--- config.mk ---
export PLATFORM = sky130hd
export DESIGN_NAME = reg_file_multi
export DESIGN_NICKNAME = d
export VERILOG_FILES = /design/src/rtl/regfile_pkg.sv /design/src/rtl/reg_file_read_port.sv /design/src/rtl/reg_file_multi.sv
export SDC_FILE = /design/constraint.sdc
export NUM_CORES = 2
export LEC_CHECK = 0
export BUFFER_PORTS_ARGS = -buffer_cell sky130_fd_sc_hd__buf_4
export CORE_ASPECT_RATIO = 1.25
export CORE_MARGIN = 1.5
export CORE_UTILIZATION = 45
export DETAILED_ROUTE_END_ITERATION = 12
export GPL_TIMING_DRIVEN = 0
export SYNTH_ARGS = -nofsm -noshare
export SYNTH_HDL_FRONTEND = slang
export SYNTH_HIERARCHICAL = 1
export SYNTH_SLANG_ARGS = --single-unit
export TNS_END_PERCENT = 20
--- constraint.sdc ---
create_clock -name clk -period 2.9 [get_ports clk]
set_clock_uncertainty 0.2 [all_clocks]
set_input_delay 0.29 -clock clk [delete_from_list [all_inputs] [get_ports clk]]
set_output_delay 0.29 -clock clk [all_outputs]
set_load 0.02 [all_outputs]
--- src/rtl/regfile_pkg.sv ---
// Shared types and helpers for the multi-port register file and its read ports.
package regfile_pkg;

   typedef enum logic {
      IDLE  = 1'b0,
      CLEAR = 1'b1
   } clr_state_e;

   // byte_merge works on a fixed wide vector so one function serves every DATA_W;
   // callers zero-extend their operands and truncate the result.
   localparam int MAX_DW    = 1024;
   localparam int MAX_BYTES = MAX_DW / 8;

   function automatic logic [MAX_DW-1:0] byte_merge(
      input logic [MAX_DW-1:0]    old_v,
      input logic [MAX_DW-1:0]    new_v,
      input logic [MAX_BYTES-1:0] mask
   );
      logic [MAX_DW-1:0] res;
      res = old_v;
      for (int b = 0; b < MAX_BYTES; b++) begin
         if (mask[b]) res[8*b +: 8] = new_v[8*b +: 8];
      end
      return res;
   endfunction

endpackage

--- src/rtl/reg_file_read_port.sv ---
// One read port: select decode, zero/out-of-range masking, write bypass and optional output register.
module reg_file_read_port
   import regfile_pkg::*;
#(
   parameter int DATA_W   = 32,
   parameter int DEPTH    = 32,
   parameter int ADDR_W   = 5,
   parameter int ZERO_REG = 1,
   parameter int BYPASS   = 1,
   parameter int READ_REG = 0
) (
   input  logic                clk,
   input  logic                rst_n,
   input  logic [ADDR_W-1:0]   sel_i,
   input  logic [DATA_W-1:0]   mem_i [DEPTH],
   input  logic                wr_acc_i,
   input  logic [ADDR_W-1:0]   wr_sel_i,
   input  logic [DATA_W/8-1:0] wr_be_i,
   input  logic [DATA_W-1:0]   wr_data_i,
   output logic [DATA_W-1:0]   rd_data_o
);

   logic              in_range;
   logic              is_zero;
   logic              hit;
   logic [DATA_W-1:0] base;
   logic [DATA_W-1:0] value_d;
   logic [DATA_W-1:0] rd_q;

   always_comb begin
      in_range = int'(sel_i) < DEPTH;
      is_zero  = (ZERO_REG != 0) && (sel_i == '0);
      base     = '0;
      if (in_range && !is_zero) base = mem_i[sel_i];
      hit      = (BYPASS != 0) && wr_acc_i && (wr_sel_i == sel_i);
      value_d  = base;
      if (hit) begin
         value_d = DATA_W'(byte_merge(MAX_DW'(base), MAX_DW'(wr_data_i), MAX_BYTES'(wr_be_i)));
      end
   end

   // The register always exists; with READ_REG=0 it is simply not selected.
   always_ff @(posedge clk) begin
      if (!rst_n) rd_q <= '0;
      else        rd_q <= value_d;
   end

   assign rd_data_o = (READ_REG != 0) ? rd_q : value_d;

endmodule

--- src/rtl/reg_file_multi.sv ---
// Parametrised register file: NUM_RD read ports, one byte-masked write port, bulk clear engine.
//
//   state | meaning
//   IDLE  | normal operation, writes accepted, clearReq starts a clear
//   CLEAR | zeroing storage[cnt_q] each cycle, writes dropped
module reg_file_multi
   import regfile_pkg::*;
#(
   parameter int  DATA_W   = 32,
   parameter int  DEPTH    = 32,
   parameter int  NUM_RD   = 2,
   parameter int  ZERO_REG = 1,
   parameter int  BYPASS   = 1,
   parameter int  READ_REG = 0,
   localparam int ADDR_W   = $clog2(DEPTH)
) (
   input  logic                     clk,
   input  logic                     rst_n,
   input  logic [NUM_RD*ADDR_W-1:0] regReadSel,
   output logic [NUM_RD*DATA_W-1:0] regReadData,
   input  logic [ADDR_W-1:0]        regWriteSel,
   input  logic                     writeEnable,
   input  logic [DATA_W/8-1:0]      byteEnable,
   input  logic [DATA_W-1:0]        writeData,
   input  logic                     clearReq,
   output logic                     clearBusy,
   output logic                     writeReady
);

   logic [DATA_W-1:0] mem_q [DEPTH];
   clr_state_e        state_q;
   logic [ADDR_W-1:0] cnt_q;
   logic              busy_q;
   logic              wr_acc;
   logic [DATA_W-1:0] wr_merged_d;

   assign clearBusy  = busy_q;
   assign writeReady = !busy_q;

   always_comb begin
      wr_acc = writeEnable && !busy_q && (int'(regWriteSel) < DEPTH)
               && !((ZERO_REG != 0) && (regWriteSel == '0));
      wr_merged_d = DATA_W'(byte_merge(MAX_DW'(mem_q[regWriteSel]), MAX_DW'(writeData),
                                       MAX_BYTES'(byteEnable)));
   end

   // Clear and external write are exclusive: writes are refused whenever busy_q is set.
   always_ff @(posedge clk) begin
      if (!rst_n) begin
         for (int i = 0; i < DEPTH; i++) mem_q[i] <= '0;
      end else if (state_q == CLEAR) begin
         mem_q[cnt_q] <= '0;
      end else if (wr_acc) begin
         mem_q[regWriteSel] <= wr_merged_d;
      end
   end

   always_ff @(posedge clk) begin
      if (!rst_n) begin
         state_q <= IDLE;
         cnt_q   <= '0;
         busy_q  <= 1'b0;
      end else begin
         case (state_q)
            IDLE: begin
               if (clearReq) begin
                  state_q <= CLEAR;
                  cnt_q   <= '0;
                  busy_q  <= 1'b1;
               end
            end
            CLEAR: begin
               if (int'(cnt_q) == DEPTH - 1) begin
                  state_q <= IDLE;
                  cnt_q   <= '0;
                  busy_q  <= 1'b0;
               end else begin
                  cnt_q <= cnt_q + 1'b1;
               end
            end
            default: begin
               state_q <= IDLE;
               busy_q  <= 1'b0;
            end
         endcase
      end
   end

   for (genvar k = 0; k < NUM_RD; k++) begin : g_rd
      reg_file_read_port #(
         .DATA_W   (DATA_W),
         .DEPTH    (DEPTH),
         .ADDR_W   (ADDR_W),
         .ZERO_REG (ZERO_REG),
         .BYPASS   (BYPASS),
         .READ_REG (READ_REG)
      ) u_rd (
         .clk       (clk),
         .rst_n     (rst_n),
         .sel_i     (regReadSel[k*ADDR_W +: ADDR_W]),
         .mem_i     (mem_q),
         .wr_acc_i  (wr_acc),
         .wr_sel_i  (regWriteSel),
         .wr_be_i   (byteEnable),
         .wr_data_i (writeData),
         .rd_data_o (regReadData[k*DATA_W +: DATA_W])
      );
   end

endmodule
==> metrics.md, run 1 <==
| Metric | Value |
|---|---|
| Status | `did not finish` |
| Stopped at | `global routing` |
| Error Message | `[ERROR GRT-0116] Global routing finished with congestion. Check the congestion regions in the DRC Viewer.` |
| Syn avg cell area | `10.9 um2` |
| IO Count | `121` |
| Buffers on Ports | `112` |
| Placement Cell Area | `62700 um2` |
| Largest net degree at the start of global routing | `17` |
| Grt total ovfl | `1470` |
| Gpl congestion | `1.29` |
| Post-synth EDFFs | `0` |
| Num CTS Buffers | `115` |
| H-tree depth | `3` |
| Clock sink count | `1031` |
| Initial core utilization | `45.2%` |
| Post-place setup slack | `-3.59 ns` |
| First-pass GRT wire length | `718000 um` |
| Main synth FF type | `dfxtp_1` |
| FF+latch count, synth | `1031` |
| Synth Net Count | `5519` |
| GRT Total Usage | `77.7%` |
| Clk Tree Root Cell | `clkbuf_16` |
| # rows | `149` |
| Die Width | `328 um` |
| Clock Tree Buf Depth | `3` |
| Gate Count Post-Synth | `5459` |
| Vias in the first global route | `68474` |
| Sequential-to-total area share from yosys stat | `34.7%` |
| Ys async rst share | `0%` |
| Synth cell types | `76` |
| Synth Cell Area | `59500 um2` |
| Synth Warn # | `6` |
| Die Height | `410 um` |
| Post-DP HPWL | `335000 um` |
## synth_stat cells, types with 32 or more instances
library cell     n  share of area [%]
dfxtp_1       1031                 35
a22o_1         620                9.1
nand2_1        573                3.6
mux4_2         542                 21
o21ai_0        425                3.6
clkbuf_1       330                2.1
mux2i_1        261                4.4
a21oi_1        169                1.4
mux2_2         140                2.6
nor2_1         132               0.83
buf_2          130                1.1
o22ai_1         90               0.95
a22oi_1         86                1.1
buf_6           79                1.5
buf_4           56               0.71
a221oi_1        52               0.77
a31oi_1         50               0.53
a211oi_1        44               0.56
and2_1          44               0.46
mux4_1          44                1.9
nor2b_1         42               0.44
nor3_1          34               0.29
nand3_1         32               0.27
## metal layers
layer	overflow	GRT usage, %
met4	507	71.7
met2	834	91.0
met3	56	65.2
met5	9	38.5
met1	64	80.1
## timing repair
action                                  4_1_cts
resized for setup                          1103
buffers inserted                             62
endpoints found under the setup margin     1076
hold buffers                                 22
pin swaps                                    71
cloned                                        3
hold endpoints to repair                     31
## cell families after synthesis
family / synth area share [%]
AOI/OAI and AO/OA: 22.1
DFF: 34.7
muxes: 29.5
and+or+nand+nor: 7.18
buffers and inverters: 6.30
xor gates and xnor gates: 0.147
adders and majority gates: 0.105
## stage by stage
stage	instances	utilization, %
after floorplan	5459	-
after global placement	7307	47.5
after detailed placement	7313	47.6
after CTS	7602	54.5
==> run 2, diff against run 1 <==
--- a/config.mk
+++ b/config.mk
@@ -6,11 +6,11 @@
 export NUM_CORES = 2
 export LEC_CHECK = 0
 export BUFFER_PORTS_ARGS = -buffer_cell sky130_fd_sc_hd__buf_4
-export CORE_ASPECT_RATIO = 1.25
 export CORE_MARGIN = 1.5
-export CORE_UTILIZATION = 45
+export CORE_UTILIZATION = 30
 export DETAILED_ROUTE_END_ITERATION = 12
 export GPL_TIMING_DRIVEN = 0
+export PLACE_DENSITY_LB_ADDON = 0.15
 export SYNTH_ARGS = -nofsm -noshare
 export SYNTH_HDL_FRONTEND = slang
 export SYNTH_HIERARCHICAL = 1
==> constraint.sdc (replaced) <==
create_clock -name clk -period 3.8 [get_ports clk]
set_clock_uncertainty 0.2 [all_clocks]
set_input_delay 0.38 -clock clk [delete_from_list [all_inputs] [get_ports clk]]
set_output_delay 0.38 -clock clk [all_outputs]
set_load 0.02 [all_outputs]
==> run 2 against run 1 <==
Against the previous run: the flow now finishes, with violations (max-capacitance violations, max-slew violations, negative setup slack); area after synthesis is the same; synthesized cell count stayed put.
==> metrics.md, run 2 <==
| Metric | Value |
|---|---|
| IO Count | `121 (unchanged)` |
| Worst-Margin Slew | `1.80 ns` |
| Drt via density | `7.55` |
| Cell with the most instances after synthesis | `dfxtp_1 (unchanged)` |
| Final Max Slew Viols | `88` |
| RR Endpoint | `mem_q[827]$_SDFFE_PN0P_` |
| Pre-Repair DR Iteration Count | `12` |
| Num CTS Buffers | `136 (was 115)` |
| Hold path start | `writeData[23]` |
| Post-place setup slack | `-4.01 ns (was -3.59 ns)` |
| Crit-path max cell delay | `0.71 ns` |
| Post-synth EDFFs | `0 (unchanged)` |
| Synth cell types | `76 (unchanged)` |
| Area share of the largest cell type after synthesis | `34.7% (unchanged)` |
| Slowest stage cell, crit path | `clkdlybuf4s18_2` |
| Top reg by flops | `mem_q` |
| GRT Total Usage | `49.0%` |
| Required @ worst endpoint | `4.31 ns` |
| Initial antenna violation count | `75` |
| Failing checks | `max-capacitance violations, max-slew violations, negative setup slack` |
| CORE AREA | `197000 um2` |
| Worst Path Max Fanout | `10` |
| Worst-path cell chain | `buf_4 -> buf_2 -> clkdlybuf4s18_2 -> nand3b_1 -> nor3_4 -> nor2_1 -> clkbuf_1 -> a22o_1` |
| Main synth FF type | `dfxtp_1 (unchanged)` |
| Largest net degree at the start of global routing | `20` |
| Layout cell share with drive strength beyond 1 | `28.4%` |
| Latest clock arrival within the worst-skew pair | `0.86 ns` |
| Arrival @ worst endpoint | `4.69 ns` |
| Drt wl/cell | `58.8 um` |
| Ys async rst share | `0% (unchanged)` |
| Setup TNS Final | `-80.12 ns` |
| Synth Net Count | `5519 (unchanged)` |
| Routed via count | `64903` |
| Hold Path Cell Cnt | `4` |
| Die Height | `448 um (was 410 um)` |
| Top flop regs | `mem_q x1024, cnt_q x5` |
| DR DRC count | `0` |
| Worst reg-to-reg path cell count | `7` |
| Max-cap violation count | `9` |
| FF-to-FF setup slack | `-0.36 ns` |
| WS Path Type | `primary input to register` |
| Nets@finish | `5840` |
| Layout Area Growth over Synthesis | `20.0%` |
| Sequential-to-total area share from yosys stat | `34.7% (unchanged)` |
| Worst r2r src | `state_q$_SDFF_PN0_` |
| Peak Freq | `240 MHz` |
| Worst hold path class | `primary input to register` |
| Period utilisation layout | `110%` |
| Post-DP HPWL | `355000 um (was 335000 um)` |
| Leak | `25.7 nW` |
| Synth Warn # | `6 (unchanged)` |
| Synth Cell Area | `59500 um2 (unchanged)` |
| Detailed Route Iter0 Violations | `11642` |
| Peak VDD IR | `0.476 mV` |
| Grt total ovfl | `0` |
| # rows | `163 (was 149)` |
| Final worst slack | `-0.373 ns` |
| Max FFs per register | `1024` |
| Gpl congestion | `1.12 (was 1.29)` |
| Hold EP | `mem_q[983]$_SDFFE_PN0P_` |
| Commonest non-fill, non-tap cell in the layout | `dfxtp_1` |
| Die Width | `448 um (was 328 um)` |
| Clock sink count | `1031 (unchanged)` |
| Status | `complete, but fails checks (was did not finish)` |
| Die Area | `201000 um2` |
| Clock Tree Buf Depth | `3 (unchanged)` |
| Power, Total | `0.0300 W` |
| Gate Count Post-Synth | `5459 (unchanged)` |
| Synth cell count leaders | `dfxtp_1, a22o_1, nand2_1, mux4_2, o21ai_0 (unchanged)` |
| Setup-failing EPs final | `690` |
| PD cells | `420 nW/um2` |
| Relative slew slack | `-19.8%` |
| Syn avg cell area | `10.9 um2 (unchanged)` |
| Fin crit period | `4.17 ns` |
| Area leader, netlist | `dfxtp_1 (unchanged)` |
| Post-DRT Antenna Nets | `0` |
| Crit end category | `register` |
| RSZ-0062 raised after global routing | `yes` |
| Critical Path Start Type | `primary input` |
| Clk Tree Root Cell | `clkbuf_16 (unchanged)` |
| FF+latch count, synth | `1031 (unchanged)` |
| Hold Fails Final Rpt | `0` |
| Routed wire length | `506000 um` |
| Initial core utilization | `30.2% (was 45.2%)` |
| H-tree depth | `4 (was 3)` |
| CTS tree | `yes` |
| Most frequent cells in the layout | `dfxtp_1, a22o_1, nand2_1, mux4_2, o21ai_0` |
| Clk slew on worst S/H paths | `0.06 ns` |
| Vias in the first global route | `57639` |
| Buffers on Ports | `112 (unchanged)` |
| First-pass GRT wire length | `629000 um` |
| Synth top area cells | `dfxtp_1, mux4_2, a22o_1 (unchanged)` |
run 2: cells by family after synthesis:
group	after synthesis	synth area share, %
AO/OA/AOI/OAI	1802	22.1
XOR/XNOR	10	0.147
adder cells (fa/ha/maj)	5	0.105
buffers and inverters	668	6.30
flip-flops	1031	34.7
multiplexers	987	29.5
AND/OR/NAND/NOR	956	7.18
run 2: where the power goes:
group	switching (W)	internal [W]	total (W)
Sequential	0.0000597	0.0109	0.0109
Combinational	0.00421	0.00124	0.00545
Clock	0.00583	0.00782	0.0137
Total	0.0101	0.0199	0.0300
run 2: stage by stage:
stage                     hold slack [ns]  utilization (%)  cell area, um2  instances
after floorplan                     0.243                -           59500       5459
after global placement              0.261             32.3           63600       8211
after detailed placement            0.269             32.6           64300       8240
after CTS                          0.0119             36.0           71000       8523
after global routing               0.0668             36.1           71300       8529
final                              0.0676             36.2           71400       8599
run 2: what timing repair did:
item / in CTS / in global routing
cloned: 2 / 0
setup endpoints to repair: 936 / 342
hold buffers: 26 / 0
setup buffers: 24 / 0
pin swaps: 16 / 0
resized for setup: 446 / 97
hold endpoints to repair: 35 / 0
run 2: how the worst max path moves through the flow:
stage	start	to	slack [ns]	cells past startpoint
floorplan	regWriteSel[0]	regReadData[14]	0.67	13
global placement	regWriteSel[1]	regReadData[63]	-4.28	12
detailed placement	regWriteSel[1]	regReadData[63]	-4.01	12
CTS	state_q$_SDFF_PN0_	mem_q[583]$_SDFFE_PN0P_	-0.03	9
global route	state_q$_SDFF_PN0_	mem_q[831]$_SDFFE_PN0P_	-0.14	8
finish	regWriteSel[4]	mem_q[284]$_SDFFE_PN0P_	-0.37	8
run 2: metal layers:
metal  track usage (%)  up-vias  wire [um]
met5              2.41        -        599
met4              45.8       33      58400
met3              25.8     2436      76000
met2              66.0     7172     196000
met1              54.7    32951     175000
li1                  -    22311          -
run 2: final cells by class:
class / instances / area [um2]
multi-input combinational: 3760 / 36100
clock inverter: 45 / 459
inverter: 22 / 95.1
buffer: 636 / 4830
timing repair buffer: 193 / 1810
clock buffer: 195 / 4020
antenna: 77 / 193
fill: 19869 / 126000
sequential: 1031 / 20600
tap: 2640 / 3300
run 2: worst max-delay path: cells and delay by family:
kind | cells | cell delay, ns
buffers and inverters | 4 | 2.10
and+or+nand+nor | 3 | 1.73
AOI/OAI and AO/OA | 1 | 0.40
(Power assumes the default switching activity.)
